$ cat config.mk
export PLATFORM = sky130hd
export DESIGN_NAME = dac_packer
export DESIGN_NICKNAME = d
export VERILOG_FILES = /design/src/rtl/dac_packer.sv
export SDC_FILE = /design/constraint.sdc
export NUM_CORES = 1
export LEC_CHECK = 0
export ABC_CLOCK_PERIOD_IN_PS = 2500
export CAP_MARGIN = 40
export CELL_PAD_IN_SITES_DETAIL_PLACEMENT = 1
export CELL_PAD_IN_SITES_GLOBAL_PLACEMENT = 2
export CORE_MARGIN = 2
export CORE_UTILIZATION = 37
export DETAILED_ROUTE_END_ITERATION = 16
export GPL_ROUTABILITY_DRIVEN = 0
export PLACE_DENSITY = 0.81
export RECOVER_POWER = 50
export SETUP_SLACK_MARGIN = 0.15
export SYNTH_ARGS = -nofsm -noshare
export SYNTH_HDL_FRONTEND = slang
export SYNTH_SLANG_ARGS = --single-unit
$ cat constraint.sdc
create_clock -name clk -period 2.5 [get_ports clk]
set_clock_uncertainty 0.2 [all_clocks]
set_input_delay 0.25 -clock clk [delete_from_list [all_inputs] [get_ports clk]]
set_output_delay 0.25 -clock clk [all_outputs]
set_load 0.005 [all_outputs]
$ cat src/rtl/dac_packer.sv
// rtl/dac_packer.sv - serial-to-byte packer writing a two-bank pixel memory in checkerboard order
module dac_packer #(
    parameter int DEPTH  = 256,
    parameter int ADDR_W = 8,
    parameter int ROW_W  = 8
) (
    input  logic              clk,
    input  logic              reset,
    input  logic              so_valid,
    input  logic              so_data,
    input  logic              pi_end,
    output logic [7:0]        oem_data,
    output logic [ADDR_W-2:0] oem_addr,
    output logic              odd_wr,
    output logic              even_wr,
    output logic              done,
    output logic              overflow
);

    localparam int              RB     = $clog2(ROW_W);
    localparam logic [ADDR_W:0] N_FULL = (ADDR_W + 1)'(DEPTH);
    localparam logic [ADDR_W:0] N_LAST = (ADDR_W + 1)'(DEPTH - 1);
    localparam logic [ADDR_W:0] N_ONE  = (ADDR_W + 1)'(1);

    typedef enum logic [1:0] {
        RECV = 2'd0,
        FILL = 2'd1,
        DONE = 2'd2
    } state_t;

    state_t          state, state_nx;
    logic [ADDR_W:0] n, n_nx;
    logic [2:0]      bit_cnt, bit_nx;
    logic [7:0]      shreg, sh_nx;
    logic [7:0]      wr_data;
    logic            wr, wr_odd, ovf_nx, full;

    assign full   = (n == N_FULL);
    // Row parity xor column parity selects the bank: even parity lands in the odd bank.
    assign wr_odd = ~(n[RB] ^ n[0]);

    always_comb begin
        state_nx = state;
        n_nx     = n;
        bit_nx   = bit_cnt;
        sh_nx    = shreg;
        ovf_nx   = overflow;
        wr       = 1'b0;
        wr_data  = oem_data;
        case (state)
            RECV: begin
                if (so_valid) begin
                    if (full) begin
                        ovf_nx = 1'b1;
                    end else begin
                        sh_nx  = {shreg[6:0], so_data};
                        bit_nx = bit_cnt + 3'd1;
                        if (bit_cnt == 3'd7) begin
                            wr      = 1'b1;
                            wr_data = sh_nx;
                        end
                    end
                end
                // A byte completed on this edge takes slot n; otherwise the first zero goes there.
                if (pi_end) begin
                    bit_nx = '0;
                    sh_nx  = '0;
                    if (!wr && !full) begin
                        wr      = 1'b1;
                        wr_data = '0;
                    end
                    state_nx = (full || n == N_LAST) ? DONE : FILL;
                end
            end
            FILL: begin
                wr      = 1'b1;
                wr_data = '0;
                if (n == N_LAST) begin
                    state_nx = DONE;
                end
            end
            DONE: begin
            end
            default: begin
                state_nx = RECV;
            end
        endcase
        if (wr) begin
            n_nx = n + N_ONE;
        end
    end

    always_ff @(posedge clk or negedge reset) begin
        if (!reset) begin
            state    <= RECV;
            n        <= '0;
            bit_cnt  <= '0;
            shreg    <= '0;
            oem_data <= '0;
            oem_addr <= '0;
            odd_wr   <= 1'b0;
            even_wr  <= 1'b0;
            done     <= 1'b0;
            overflow <= 1'b0;
        end else begin
            state    <= state_nx;
            n        <= n_nx;
            bit_cnt  <= bit_nx;
            shreg    <= sh_nx;
            overflow <= ovf_nx;
            odd_wr   <= wr & wr_odd;
            even_wr  <= wr & ~wr_odd;
            if (wr) begin
                oem_data <= wr_data;
                oem_addr <= n[ADDR_W-1:1];
            end
            done <= done | (state == DONE);
        end
    end

endmodule
==> summary.md, run 1 <==
| Metric | Value |
|---|---|
| Outcome | `complete, no violations` |
| Die Span Y | `73.7 um` |
| Layout cell share with drive strength beyond 1 | `0.187` |
| FMAX | `465 MHz` |
| First-pass GRT wire length | `6.17 mm` |
| Top FF cell, synth | `dfrtp_1` |
| RSZ-0062 raised after global routing | `false` |
| Most common cell in the netlist | `dfrtp_1` |
| Initial antenna violation count | `0` |
| Worst Setup End Kind | `flop` |
| Ys async rst share | `1.00` |
| Slowest cell on crit path | `dfrtp_1` |
| CTS Root Cell | `clkbuf_8` |
| Core footprint | `approximately 4700 um2` |
| Max-cap violation count | `0` |
| Non-filler instance count after layout | `225` |
| DP Worst Slack | `170 ps` |
| Total GRT Usage | `0.153` |
| CTS tree | `built` |
| Measured slew at the worst slew-check pin | `723 ps` |
| Area of the multi-input gates | `roughly 730 um2` |
| EDFF count, synth | `0` |
| Setup Crit Path Kind | `flop to flop` |
| Detailed Place HPWL | `2.65 mm` |
| Critical Path Most Common Cell | `ha_1` |
| Fill count | `a little under 500` |
| Final min period | `2150 ps` |
| H-tree levels | `2` |
| Row count | `25` |
| Hold Crit Class | `flop to flop` |
| Final worst slack | `351 ps` |
| Synth cell count leaders | `dfrtp_1, nor2_1, a22o_1, mux2i_1` |
| Final Hold Fails | `0` |
| # DRC | `0` |
| P&R area growth vs syn | `25.0%` |
| Maximum vdd drop | `423 uV` |
| Largest stage delay, worst path | `390 ps` |
| Final setup vio count | `0` |
| Detailed Routing Iterations Pass 1 | `3` |
| Diode count | `0` |
| Crit-path cells | `ha_1 > ha_1 > a21oi_1 > a211oi_4 > nor2_4 > buf_12 > mux2_2` |
| Synth unique cells | `34` |
| DIE AREA | `about 5400 um2` |
| Clock transition at path regs | `70 ps` |
| #FFs+latches synth | `40` |
| Chip width | `about 74 um` |
| Arrival @ worst endpoint | `2120 ps` |
| Relative slew slack | `0.518` |
| Post-layout util | `0.478` |
| Post-Synthesis Net Count | `144` |
| Top-Level Pins | `24` |
| Post-Synthesis Cells | `134` |
| Total power | `0.00119 W` |
| Starting Density | `0.383` |
| Sequential share of the synthesized area | `0.557` |
| Yosys top cell area share | `0.557` |
| Synth area leaders | `dfrtp_1, mux2i_1, mux2_4, a22o_1, ha_1` |
| YS warnings | `0` |
| Maximum fanout along the worst path | `8` |
| Req. time, crit path | `~2500 ps` |
| Total CTS buffers | `5` |
| DP Cell Count | `213` |
| Sink Count | `40` |
| Clock buffer depth | `2` |
| Avg Synthesized Cell Area | `13.4 um2` |
| Total wire length | `3.56 mm` |
| Synth Cell Area | `1800 um2` |
| P_leak | `1.08 nW` |
| Worst skew pair latency | `290 ps` |
| Wire per inst | `15.8 um` |
| Total Nets Final | `180` |
| Largest net degree at the start of global routing | `28` |
| Register area | `1000 um2` |
| Final worst-path cycle share | `0.859` |
| Yosys top cell by area | `dfrtp_1` |
| Bufs and invs on worst path | `1` |
| Number of global-route vias before repair | `around 1300` |
| Setup TNS Final | `0 ps` |
| Startpoint Class | `flop` |
| Routed Antenna Nets | `0` |
| Critical path's top delay family | `compound AO/OA/AOI/OAI gates` |
| PwrDens | `531 nW/um2` |
| Pins over their slew limit | `0` |
| GR Overflow Total | `0` |
| Via density per instance | `5.14` |
| Starting DRT DRC Count | `65` |
| Buffers on Ports | `23` |
| Vias | `1156` |
[sequential cells by signal, indices dropped and copies added (netlist names)]
signal / flops
shreg: 7
n: 9
odd_wr: 1
state: 2
even_wr: 1
oem_data: 8
overflow: 1
bit_cnt: 3
oem_addr: 7
done: 1
[logic make-up (layout without fill, tap and decap cells)]
family / Yosys count / count (layout) / share of synthesized area
AOI/OAI and AO/OA: 26 / 26 / 0.125
xor gates and xnor gates: 8 / 8 / 0.0390
adders and majority gates: 5 / 5 / 0.0348
buffers and inverters: 10 / 47 / 0.0335
DFF: 40 / 40 / 0.557
muxes: 18 / 18 / 0.119
and+or+nand+nor: 27 / 27 / 0.0906
[where the power goes]
part           switching [W]  leakage, nW  internal [W]
combinational      0.0000197        0.489     0.0000103
clock               0.000217       0.0552      0.000296
sequential        0.00000171        0.536      0.000647
total               0.000239         1.08      0.000954
[per-stage QoR]
| step | instance area (um2) | hold slack, ps |
|---|---|---|
| floorplan | 1800 | -246 |
| global placement | 2090 | 209 |
| detailed placement | 2110 | -23.0 |
| CTS | 2230 | 192 |
| global route | 2240 | 312 |
| finish | 2240 | 275 |
[what timing repair did]
item | CTS | global route
gates resized for setup | 0 | 0
endpoints found under the hold margin | 40 | 0
hold buffers | 1 | 0
endpoints found under the setup margin | 0 | 6
setup buffers | 0 | 3
[worst paths after layout]
| check | startpoint | to | slack (ps) | cells after the start |
|---|---|---|---|---|
| setup / recovery | bit_cnt[0]$_DFFE_PN0P_ | n[1]$_DFFE_PN0P_ | 350 | 7 |
| hold / removal | done$_DFF_PN0_ | done$_DFF_PN0_ | 280 | 1 |
| setup reg to reg | bit_cnt[0]$_DFFE_PN0P_ | n[1]$_DFFE_PN0P_ | 350 | 7 |
| hold reg to reg | done$_DFF_PN0_ | done$_DFF_PN0_ | 280 | 1 |
| max in group asynchronous | reset | overflow$_DFFE_PN0P_ | 670 | 3 |
| min in group asynchronous | reset | even_wr$_DFF_PN0_ | 320 | 2 |
[area by class of cell]
type,instances,share of cell area
Sequential cell,40,0.446
Clock inverter,2,0.0156
Timing Repair Buffer,33,0.139
Inverter,6,0.0100
Multi-Input combinational cell,84,0.327
Clock buffer,6,0.0323
Tap cell,54,0.0301
[routing by layer]
| layer | track usage | share of wire | wire length (um) | vias up |
|---|---|---|---|---|
| li1 | - | - | - | 540 |
| met1 | 0.192 | 0.45 | 1600 | 591 |
| met2 | 0.250 | 0.51 | 1800 | 20 |
| met3 | 0.0508 | 0.030 | 106 | 5 |
| met4 | 0.0485 | 0.013 | 45 | 0 |
| met5 | 0 | 0 | 0 | - |
[worst reg2reg max path, delay by kind of cell (launching register included)]
kind / cells / cell delay, ps
AO/OA/AOI/OAI: 2 / 420
adder cells (fa/ha/maj): 2 / 420
buffers and inverters: 1 / 140
flip-flops: 1 / 390
multiplexers: 1 / 330
AND/OR/NAND/NOR: 1 / 130
[cells in the final DEF (no fill, tap or decap), types with 6 or more instances in the layout]
master           instances
mux2_4                   6
mux2i_1                  9
buf_4                    7
xnor2_1                  6
clkdlybuf4s50_1         14
dfrtp_1                 40
dlygate4sd3_1            9
nor2_1                  11
a22o_1                   9
inv_1                    6
Note: power is estimated with default switching activity, not from simulation.
==> run 2, diff against run 1 <==
- CORE_MARGIN: 2 -> 3
- CTS_CLUSTER_SIZE: unset -> 8
==> run 2 against run 1 <==
Sequential cell count unchanged; routed wire length rose by 0.56%; worst setup slack improved by 43 ps; die area up 5.5%; maximum frequency rose by 2.0%; via count grew 0.17%; core utilization rose by 2.1 points; sequential power about the same; critical path depth unchanged; hold slack worse by 13 ps; critical path type unchanged; largest power group unchanged.
==> summary.md, run 2 (synthesis results as in run 1) <==
| Metric | Value |
|---|---|
| FF-to-FF End | `n[1]$_DFFE_PN0P_ (unchanged)` |
| Arrival @ worst endpoint | `2080 ps (was 2120 ps)` |
| First-pass GRT wire length | `5.98 mm (was 6.17 mm)` |
| Hold Crit Class | `flop to flop (unchanged)` |
| Commonest non-fill, non-tap cells in the layout | `dfrtp_1, clkdlybuf4s50_1, nor2_1 (unchanged)` |
| Final worst-path cycle share | `0.842 (was 0.859)` |
| Reg with most FFs | `n (unchanged)` |
| Hold Path Sink | `done$_DFF_PN0_ (unchanged)` |
| CTS tree | `built (unchanged)` |
| FF-to-FF Start | `bit_cnt[0]$_DFFE_PN0P_ (unchanged)` |
| Total CTS buffers | `5 (unchanged)` |
| Row count | `24 (was 25)` |
| Sink Count | `40 (unchanged)` |
| Final setup vio count | `0 (unchanged)` |
| Startpoint Class | `flop (unchanged)` |
| Top-Level Pins | `24 (unchanged)` |
| Max-cap violation count | `0 (unchanged)` |
| Measured slew at the worst slew-check pin | `832 ps (was 723 ps)` |
| Relative slew slack | `0.445 (was 0.518)` |
| Pins over their slew limit | `0 (unchanged)` |
| Detailed Place HPWL | `2.65 mm (about the same)` |
| GR Overflow Total | `0 (unchanged)` |
| DIE AREA | `5720 um2 (was 5430 um2)` |
| H-tree levels | `2 (unchanged)` |
| Setup Crit Path Kind | `flop to flop (unchanged)` |
| Maximum vdd drop | `282 uV (was 423 uV)` |
| Starting Density | `0.399 (was 0.383)` |
| PwrDens | `555 nW/um2 (was 531 nW/um2)` |
| Setup TNS Final | `0 ps (unchanged)` |
| Total wire length | `3.58 mm (was 3.56 mm)` |
| Clock buffer depth | `2 (unchanged)` |
| Slowest cell on crit path | `dfrtp_1 (unchanged)` |
| Detailed Routing Iterations Pass 1 | `2 (was 3)` |
| FMAX | `475 MHz (was 465 MHz)` |
| Total power | `0.00125 W (was 0.00119 W)` |
| P&R area growth vs syn | `25.2% (was 25.0%)` |
| Total GRT Usage | `0.144 (was 0.153)` |
| Starting DRT DRC Count | `44 (was 65)` |
| Worst skew pair latency | `290 ps (about the same)` |
| Critical Path Most Common Cell | `ha_1 (unchanged)` |
| Crit-path cells | `ha_1 > ha_1 > a21oi_1 > a211oi_4 > nor2_4 > buf_4 > mux2_2 (was ha_1 > ha_1 > a21oi_1 > a211oi_4 > nor2_4 > buf_12 > mux2_2)` |
| Req. time, crit path | `2470 ps (was 2480 ps)` |
| Clock transition at path regs | `70 ps (about the same)` |
| Total Nets Final | `180 (unchanged)` |
| Largest register FFs | `9 (unchanged)` |
| Buffers on Ports | `23 (unchanged)` |
| Flop-to-flop setup slack | `390 ps (was 350 ps)` |
| P_leak | `1.08 nW (about the same)` |
| Worst Setup End Kind | `flop (unchanged)` |
| Critical path's top delay family | `adder cells (was compound AO/OA/AOI/OAI gates)` |
| Diode count | `0 (unchanged)` |
| # DRC | `0 (unchanged)` |
| Chip width | `75.7 um (was 73.7 um)` |
| Routed Antenna Nets | `0 (unchanged)` |
| Wire per inst | `16.0 um (was 15.8 um)` |
| Largest net degree at the start of global routing | `27 (was 28)` |
| Hold path depth | `1 (unchanged)` |
| Vias | `1158 (was 1156)` |
| Layout cell share with drive strength beyond 1 | `0.193 (was 0.187)` |
| Die Span Y | `75.7 um (was 73.7 um)` |
| Largest stage delay, worst path | `390 ps (about the same)` |
| RSZ-0062 raised after global routing | `false (unchanged)` |
| Outcome | `complete, no violations (unchanged)` |
| Initial antenna violation count | `0 (unchanged)` |
| Crit path from | `bit_cnt[0]$_DFFE_PN0P_ (unchanged)` |
| Number of global-route vias before repair | `1228 (was 1251)` |
| CTS Root Cell | `clkbuf_8 (unchanged)` |
| Hold Startpoint | `done$_DFF_PN0_ (unchanged)` |
| Bufs and invs on worst path | `1 (unchanged)` |
| Most common cell after layout, fill and taps aside | `dfrtp_1 (unchanged)` |
| Final Hold Fails | `0 (unchanged)` |
| Core footprint | `4500 um2 (was 4690 um2)` |
| Maximum fanout along the worst path | `5 (was 8)` |
| Reg2Reg Depth | `7 (unchanged)` |
| Via density per instance | `5.19 (was 5.14)` |
| Final min period | `2110 ps (was 2150 ps)` |
| Biggest regs | `n x9, oem_data x8 (unchanged)` |
run 2: cell types whose count changed in the layout (fill, tap and decap cells not counted):
| cell | before | now |
|---|---|---|
| clkbuf_8 | 5 | 7 |
| buf_12 | 1 | 0 |
| buf_4 | 7 | 8 |
| clkbuf_1 | 2 | 1 |
| clkinv_2 | 1 | 0 |
run 2: final cells by class:
cell class | count | area, um2
Fill cell | 489 | 2260
Sequential cell | 40 | 1000
Multi-Input combinational cell | 84 | 734
Timing Repair Buffer | 33 | 299
Clock buffer | 7 | 96.3
Tap cell | 52 | 65.1
Clock inverter | 1 | 30.0
Inverter | 6 | 22.5
run 2: worst max-delay path by stage:
stage | depth (start not counted) | end | slack [ps]
6_report | 7 | n[1]$_DFFE_PN0P_ | 390
3_5_place_dp | 6 | oem_addr[6]$_DFFE_PN0P_ | 210
5_1_grt | 7 | oem_addr[4]$_DFFE_PN0P_ | 290
4_1_cts | 6 | n[1]$_DFFE_PN0P_ | 180
3_3_place_gp | 6 | n[1]$_DFFE_PN0P_ | 270
2_1_floorplan | 7 | oem_addr[0]$_DFFE_PN0P_ | 480
run 2: power breakdown:
part / leakage (nW) / switching, W / internal [W] / total, W
Combinational: 0.483 / 0.0000199 / 0.0000103 / 0.0000302
Clock: 0.0645 / 0.000217 / 0.000352 / 0.000570
Sequential: 0.536 / 0.00000136 / 0.000647 / 0.000649
Total: 1.08 / 0.000239 / 0.00101 / 0.00125
run 2: layer usage:
layer | vias to the layer above | GRT usage | part of all wire | wire length, um
met5 | - | 0 | 0 | 0
met4 | 0 | 0.0699 | 0.019 | 67
met3 | 4 | 0.0449 | 0.032 | 114
met2 | 16 | 0.229 | 0.50 | 1780
met1 | 594 | 0.177 | 0.45 | 1610
li1 | 544 | - | - | -
run 2: metrics by stage:
step,setup WS (ps),cells,area [um2],util,hold WS [ps]
after floorplan,479,134,1800,-,-246
after global placement,274,210,2090,0.463,208
final,394,223,2250,0.499,262
after CTS,184,220,2240,0.498,215
after detailed placement,206,211,2110,0.468,-15.5
after global routing,290,223,2250,0.499,301
run 2: repair_timing:
item                                    CTS  global route
endpoints found under the setup margin    0             8
buffers inserted                          0             3
hold buffers                              1             0
resized for setup                         0             0
endpoints found under the hold margin    40             0
